File: src/rtl/onehot_pulse_decoder_if.sv
// Index handshake and one-hot strobe bundle for onehot_pulse_decoder.
// The master drives the index; the slave (the decoder) drives ready and the strobes.
interface onehot_pulse_decoder_if #(
    parameter int IDX_W = 3,
    parameter int N_OUT = 8
);
    logic             in_valid;
    logic             in_ready;
    logic [IDX_W-1:0] in_idx;
    logic [N_OUT-1:0] out_onehot;
    logic             out_active;
    logic             done;
    logic             err;

    modport master (
        output in_valid,
        output in_idx,
        input  in_ready,
        input  out_onehot,
        input  out_active,
        input  done,
        input  err
    );

    modport slave (
        input  in_valid,
        input  in_idx,
        output in_ready,
        output out_onehot,
        output out_active,
        output done,
        output err
    );
endinterface

File: src/rtl/onehot_pulse_decoder.sv
// Binary index -> timed one-hot strobe with a forced all-zero guard gap.
// Optional one-entry pending register enabled by `define ONEHOT_PULSE_DECODER_QUEUE_EN.
module onehot_pulse_decoder #(
    parameter int IDX_W    = 3,
    parameter int N_OUT    = 8,
    parameter int HOLD_CYC = 4,
    parameter int GAP_CYC  = 1
) (
    input  logic                   clk,
    input  logic                   rst_n,
    onehot_pulse_decoder_if.slave  bus
);
    localparam int CNT_MAX = (HOLD_CYC > GAP_CYC) ? HOLD_CYC : GAP_CYC;
    localparam int CNT_W   = (CNT_MAX < 1) ? 1 : $clog2(CNT_MAX + 1);
    localparam logic [CNT_W-1:0] HOLD_LOAD = CNT_W'(HOLD_CYC - 1);
    localparam logic [CNT_W-1:0] GAP_LOAD  = CNT_W'((GAP_CYC > 0) ? GAP_CYC - 1 : 0);
    localparam logic [31:0]      N_OUT_U   = N_OUT;

    typedef enum logic [1:0] {IDLE, HOLD, GAP} state_t;

    state_t           state, state_nxt;
    logic [CNT_W-1:0] cnt, cnt_nxt;
    logic [N_OUT-1:0] onehot, onehot_nxt;
    logic             done_q, done_nxt;
    logic             err_q, err_q_nxt;
    logic             err_nxt;
    logic             accept;
    logic             idx_ok;

    function automatic logic in_range(input logic [IDX_W-1:0] idx);
        return 32'(idx) < N_OUT_U;
    endfunction

    function automatic logic [N_OUT-1:0] decode(input logic [IDX_W-1:0] idx);
        logic [N_OUT-1:0] v;
        for (int i = 0; i < N_OUT; i++) begin
            v[i] = (32'(idx) == 32'(i));
        end
        return v;
    endfunction

`ifdef ONEHOT_PULSE_DECODER_QUEUE_EN
    logic             pend_valid, pend_valid_nxt;
    logic [IDX_W-1:0] pend_idx, pend_idx_nxt;
    logic             err_defer, err_defer_nxt;
    logic             period_end;

    assign bus.in_ready = !pend_valid;
    assign period_end   = ((state == HOLD) && (cnt == '0) && (GAP_CYC == 0)) ||
                          ((state == GAP) && (cnt == '0));
`else
    assign bus.in_ready = (state == IDLE);
`endif

    assign accept = bus.in_valid && bus.in_ready;
    assign idx_ok = in_range(bus.in_idx);

    always_comb begin
        state_nxt  = state;
        cnt_nxt    = cnt;
        onehot_nxt = onehot;
        done_nxt   = 1'b0;
        err_nxt    = 1'b0;

        case (state)
            IDLE: begin
                if (accept) begin
                    if (idx_ok) begin
                        state_nxt  = HOLD;
                        cnt_nxt    = HOLD_LOAD;
                        onehot_nxt = decode(bus.in_idx);
                    end else begin
                        err_nxt = 1'b1;
                    end
                end
            end
            HOLD: begin
                if (cnt != '0) begin
                    cnt_nxt = cnt - CNT_W'(1);
                end else begin
                    onehot_nxt = '0;
                    done_nxt   = 1'b1;
                    if (GAP_CYC > 0) begin
                        state_nxt = GAP;
                        cnt_nxt   = GAP_LOAD;
                    end else begin
                        state_nxt = IDLE;
                    end
                end
            end
            GAP: begin
                if (cnt != '0) begin
                    cnt_nxt = cnt - CNT_W'(1);
                end else begin
                    state_nxt = IDLE;
                end
            end
            default: begin
                state_nxt  = IDLE;
                cnt_nxt    = '0;
                onehot_nxt = '0;
            end
        endcase

`ifdef ONEHOT_PULSE_DECODER_QUEUE_EN
        pend_valid_nxt = pend_valid;
        pend_idx_nxt   = pend_idx;
        // A queued index skips IDLE entirely; a fresh one arriving on the
        // drain edge with the queue empty is launched the same way.
        if (period_end && pend_valid) begin
            state_nxt      = HOLD;
            cnt_nxt        = HOLD_LOAD;
            onehot_nxt     = decode(pend_idx);
            pend_valid_nxt = 1'b0;
        end else if (accept && (state != IDLE)) begin
            if (!idx_ok) begin
                err_nxt = 1'b1;
            end else if (period_end) begin
                state_nxt  = HOLD;
                cnt_nxt    = HOLD_LOAD;
                onehot_nxt = decode(bus.in_idx);
            end else begin
                pend_valid_nxt = 1'b1;
                pend_idx_nxt   = bus.in_idx;
            end
        end
        // An err that would coincide with done slips by one cycle.
        err_q_nxt     = (err_nxt || err_defer) && !done_nxt;
        err_defer_nxt = (err_nxt || err_defer) && done_nxt;
`else
        err_q_nxt = err_nxt;
`endif
    end

    always_ff @(posedge clk) begin
        if (!rst_n) begin
            state  <= IDLE;
            cnt    <= '0;
            onehot <= '0;
            done_q <= 1'b0;
            err_q  <= 1'b0;
        end else begin
            state  <= state_nxt;
            cnt    <= cnt_nxt;
            onehot <= onehot_nxt;
            done_q <= done_nxt;
            err_q  <= err_q_nxt;
        end
    end

`ifdef ONEHOT_PULSE_DECODER_QUEUE_EN
    always_ff @(posedge clk) begin
        if (!rst_n) begin
            pend_valid <= 1'b0;
            err_defer  <= 1'b0;
        end else begin
            pend_valid <= pend_valid_nxt;
            err_defer  <= err_defer_nxt;
        end
    end

    always_ff @(posedge clk) begin
        pend_idx <= pend_idx_nxt;
    end
`endif

    assign bus.out_onehot = onehot;
    assign bus.out_active = |onehot;
    assign bus.done       = done_q;
    assign bus.err        = err_q;

endmodule

File: src/flat_wrapper.sv
// flat-port wrapper written by rule: the top's interface ports become plain ports
module onehot_pulse_decoder_flat 
#(
    parameter int IDX_W    = 3,
    parameter int N_OUT    = 8,
    parameter int HOLD_CYC = 4,
    parameter int GAP_CYC  = 1
)
  (clk, rst_n, bus_in_valid, bus_in_idx, bus_in_ready, bus_out_onehot, bus_out_active, bus_done, bus_err);
  onehot_pulse_decoder_if #(.IDX_W(IDX_W), .N_OUT(N_OUT)) bus_i ();
  input  logic clk;
  input  logic rst_n;
  input wire logic [$bits(bus_i.in_valid)-1:0] bus_in_valid;
  input wire logic [$bits(bus_i.in_idx)-1:0] bus_in_idx;
  output wire logic [$bits(bus_i.in_ready)-1:0] bus_in_ready;
  output wire logic [$bits(bus_i.out_onehot)-1:0] bus_out_onehot;
  output wire logic [$bits(bus_i.out_active)-1:0] bus_out_active;
  output wire logic [$bits(bus_i.done)-1:0] bus_done;
  output wire logic [$bits(bus_i.err)-1:0] bus_err;
  assign bus_i.in_valid = bus_in_valid;
  assign bus_i.in_idx = bus_in_idx;
  assign bus_in_ready = bus_i.in_ready;
  assign bus_out_onehot = bus_i.out_onehot;
  assign bus_out_active = bus_i.out_active;
  assign bus_done = bus_i.done;
  assign bus_err = bus_i.err;
  onehot_pulse_decoder #(.IDX_W(IDX_W), .N_OUT(N_OUT), .HOLD_CYC(HOLD_CYC), .GAP_CYC(GAP_CYC)) u_core (.clk(clk), .rst_n(rst_n), .bus(bus_i));
endmodule
File: config.mk
export PLATFORM = sky130hd
export DESIGN_NAME = onehot_pulse_decoder_flat
export DESIGN_NICKNAME = d
export VERILOG_FILES = /design/src/rtl/onehot_pulse_decoder_if.sv /design/src/rtl/onehot_pulse_decoder.sv /design/src/flat_wrapper.sv
export SDC_FILE = /design/constraint.sdc
export NUM_CORES = 1
export LEC_CHECK = 0
export BUFFER_PORTS_ARGS = -buffer_cell sky130_fd_sc_hd__buf_2
export CAP_MARGIN = 30
export CORE_MARGIN = 2
export CORE_UTILIZATION = 45
export DETAILED_ROUTE_END_ITERATION = 7
export GPL_TIMING_DRIVEN = 0
export PLACE_DENSITY = 0.69
export SETUP_SLACK_MARGIN = 0.2
export SYNTH_ARGS = -nofsm -noshare
export SYNTH_HDL_FRONTEND = slang
export SYNTH_SLANG_ARGS = --single-unit
File: constraint.sdc
create_clock -name clk -period 2.05 [get_ports clk]
set_clock_uncertainty 0.2 [all_clocks]
set_input_delay 0.205 -clock clk [delete_from_list [all_inputs] [get_ports clk]]
set_output_delay 0.205 -clock clk [all_outputs]
set_load 0.005 [all_outputs]
After elaboration in Yosys (flattened, before gate mapping)
Cells that the tools add are included.
Cells by class
  add/subtract/negate cells: 1
  equal/unequal tests: 13
  multiplexer cells: 12
  bitwise operators: 1
  reduce and logical (&&, ||, !) cells: 9
Operators with widths (number)
  $pmux 8 s3: 1
  $mux 8: 2
  $eq 3x3->1 const B: 4
  $mux 3: 3
  $pmux 3 s3: 1
  $reduce_or 8->1: 1
  $eq 3x2->1 const B: 2
  $mux 2: 3
  $ne 2x2->1 const B: 3
  $pmux 2 s3: 1
  $reduce_and 3->1: 2
  $reduce_and 2->1: 2
  $eq 3x1->1 const B: 1
  $logic_not 3->1: 1
  $reduce_bool 3->1: 1
  $sub 3x1->3 const B: 1
  $eq 2x1->1 const B: 1
  $eq 2x2->1 const B: 1
  $logic_not 2->1: 1
  $ne 2x1->1 const B: 1
  $logic_and 1x1->1: 1
  $mux 1: 1
  $not 1->1: 1
Word-level totals
  bits in registers: 14
  input bits: 6
  output and inout bits: 12
  word-level logic and storage cells: 40

Longest topological paths before layout
  depth in word-level cells: 4
  gate-level depth with buffers: 7
  gate-level depth less buffers: 6

Worst setup path before layout
Ideal clock, no wire load.
  path type: reg-to-reg
  start: register u_core.cnt[0]
  end: register u_core.onehot[0] (netlist: u_core.bus.out_onehot[0])
  library setup time: 87 ps
  arrival time: 1235 ps
  required time: 1763 ps
  slack: 528 ps
  cell stages (with the launch flop): 7
  path buffers: 1
  period minus slack after synthesis: 1522 ps
  path through: dfxtp_1 -> inv_1 -> ha_1 -> nor2b_4 -> o22ai_4 -> buf_6 -> o31ai_1
Between the ends
  cells in the longest elaborated chain, start to end: 3
Ends and longest elaborated chain
  from (decl): line onehot_pulse_decoder.sv:22  | logic [CNT_W-1:0] cnt, cnt_nxt;
  from (signal assigned): line onehot_pulse_decoder.sv:144  | cnt <= cnt_nxt;
  $reduce_bool 3->1: line onehot_pulse_decoder.sv:78  | if (cnt != '0) begin
  $ne 2x2->1 (no line)
  $reduce_and 3->1 (no line)
  to (signal assigned): line onehot_pulse_decoder.sv:145  | onehot <= onehot_nxt;
  to (decl): line onehot_pulse_decoder.sv:23  | logic [N_OUT-1:0] onehot, onehot_nxt;
No other way between the ends.
A chain may end at the register's enable or synchronous reset.

Worst setup path in the final report
  start: register u_core.cnt[0]
  end: register u_core.onehot[7] (netlist: u_core.bus.out_onehot[7])
Same word-level chain as after synthesis.

==> results.tsv <==
stage	metric	value	unit
run_status	status	complete, no violations	
route	wl	1480	um
cts	clk_pin_slew_worst_paths	0.08	ns
timing	slew_viol_final	0	
cts	clockBufferDepth	2	
grt	grt_use_total	18.2	%
grt	overflow	0	
route	route.detailed.drc	0	
setup_path	arrival	1.71	ns
setup_path	cp-end-kind	flop	
floorplan	die_w	44.4	um
route	drtIter0Drc	13	
logic_synthesis	yosys.area.top_type	dfxtp_1	
logic_synthesis	ys_seq_elements	14	
logic_synthesis	synth-edff-count	0	
timing	clock.fmax	581	MHz
floorplan	die-height	44.4	um
cells_and_area	diodes	0	
setup_path	start_kind	flop	
logic_synthesis	syn_nets	89	
cts	cts-root-buf	clkbuf_4	
cts	clk_latency	0.28	ns
logic_synthesis	netlist_area	736	um^2
setup_path	critPathKind	flop to flop	
timing	finalHoldViolations	0	
route	drt-vias-per-instance	5.57	
cells_and_area	fin_area	853	um^2
timing	rsz0062_at_grt	no	
cts	cts_max_level	1	
pwr	p_per_area	819	nW/um^2
cells_and_area	stdcell_count	115	
placement	dp_hpwl	1110	um
pwr	p_leak	0.371	nW
logic_synthesis	synth_top_area_share	38.1	%
placement	place_inst	112	
job	drv_cap	0	
logic_synthesis	synthTopCellsByArea	dfxtp_1 38%, o31ai_1 11%, nand3_1 6.1%	
timing	fin_crit	1.72	ns
grt	antenna_found_initial	0	
cts	cts.repair.resized	0	
logic_synthesis	async_reset_ff_share	0	%
route	postRouteAntennaNets	0	
logic_synthesis	synth.avg_cell_area	9.08	um^2
cts	cts_setup_buffers	0	
grt	grt_pass1_wl	2570	um
route	firstDrtPassIters	4	
placement	io_buffer_count	15	
floorplan	core_area	1520	um^2
cts	cts-buffers-inserted	3	
pwr	vdd_drop_max	0.000384	V
setup_path	required	2.04	ns
setup_path	r2r_start	u_core.cnt[0]	
cts	cts_tree	built	
placement	dpl-instance-area	831	um^2
cts	clock-sinks	14	
route	wire_per_inst	12.9	um
logic_synthesis	yosysSeqAreaShare	38.1	%
cells_and_area	synthToLayoutAreaGrowth	16.0	%
setup_path	crit_start	u_core.cnt[0]	
floorplan	start_util	48.3	%
setup_path	path_max_fanout	10	
hold_path	worstHoldPathType	input port to flop	
timing	setup_tns	0	ns
floorplan	ioPinCount	18	
cells_and_area	fin_nets	109	
logic_synthesis	syn-instance-count	81	
cells_and_area	nFillCells	155	
route	num_vias	641	
logic_synthesis	yosysWarnings	0	
grt	grt_max_degree	11	
floorplan	design.die.area	1970	um^2
placement	gp_congestion	0.798	
grt	grt_pass1_vias	623	
logic_synthesis	synth_cell_types	31	
timing	finalSetupViolCount	0	
logic_synthesis	ys_dominant_reg_cell	dfxtp_1	
cts	holdBufCountCts	0	
cells_and_area	drive_gt1_share	28.3	%
floorplan	rows	14	
timing	post-route-period-util	83.9	%
hold_path	min_from	bus_in_idx[0]	
## Yosys cell counts, types with 3 or more instances
cell / instances
nor2_1: 3
dfxtp_1: 14
nand2_1: 5
buf_6: 3
o31ai_1: 11
a21oi_1: 3
nand3_1: 9
## cell type report
class                      count  area [um^2]  area share (%)
tap                           16         20.0            2.35
sequential                    14          280            32.8
timing repair buffer          15         75.1            8.80
multi-input combinational     59          399            46.8
buffer                         6         48.8            5.72
clock buffer                   3         22.5            2.64
inverter                       2         7.51           0.880
## sequential cells by signal, indices dropped and copies added, names as in the netlist
signal	cells
u_core.bus.done	1
u_core.cnt	3
u_core.state	2
u_core.bus.out_onehot	8
## placed cells by master (no fill, tap or decap), types with 3 or more instances in the layout
cell,instances
clkbuf_4,3
a21oi_1,3
nor2_1,3
buf_2,15
o31ai_1,11
buf_6,3
nand2_1,5
nand3_1,9
dfxtp_1,14
## report_power, final
part / switching [mW] / leakage, nW / internal, mW
combinational: 0.127 / 0.243 / 0.106
clock: 0.0852 / 0.0138 / 0.0683
sequential: 0.0175 / 0.114 / 0.294
## worst max-delay path, cell delays in order, from the launching register on
cell,delay [ns]
dfxtp_1,0.34
inv_1,0.09
ha_1,0.24
nor2b_4,0.16
o22ai_4,0.24
buf_6,0.18
nand3_1,0.08
o31ai_1,0.09
## cells by family (layout without fill, tap and decap cells)
logic type | after synthesis | after routing | share of synthesized area [%]
xor+xnor | 1 | 1 | 1.19
simple gates | 33 | 33 | 26.7
other cells | 1 | 1 | 0.510
flops | 14 | 14 | 38.1
compound gates | 22 | 22 | 22.4
fa+ha+maj | 2 | 2 | 3.40
buf+inv | 8 | 26 | 7.65
## layer usage
metal  vias up  track usage (%)  wire length, um
li1        332                -                -
met1       286             20.5              694
met2        17             29.4              675
met3         6             6.94               73
met4         0             10.3               39
met5         -                0                0
## per-stage QoR
stage               hold WS (ns)  power, mW  worst slack (ns)  utilization (%)
floorplan                  0.181      0.494             0.528                -
global placement           0.271      0.548             0.382             54.5
detailed placement         0.274      0.553             0.346             54.5
CTS                       0.0187      0.709             0.321             56.0
global route              0.0491      0.745             0.206             56.0
finish                    0.0285      0.699             0.330             56.0
## worst paths after layout
check	cells past startpoint	end	slack, ns
hold / removal	3	u_core.bus.out_onehot[3]	0.03
setup reg to reg	7	u_core.bus.out_onehot[7]	0.33
hold reg to reg	2	u_core.bus.out_onehot[5]	0.28
setup / recovery	7	u_core.bus.out_onehot[7]	0.33
(Power assumes the default switching activity.)
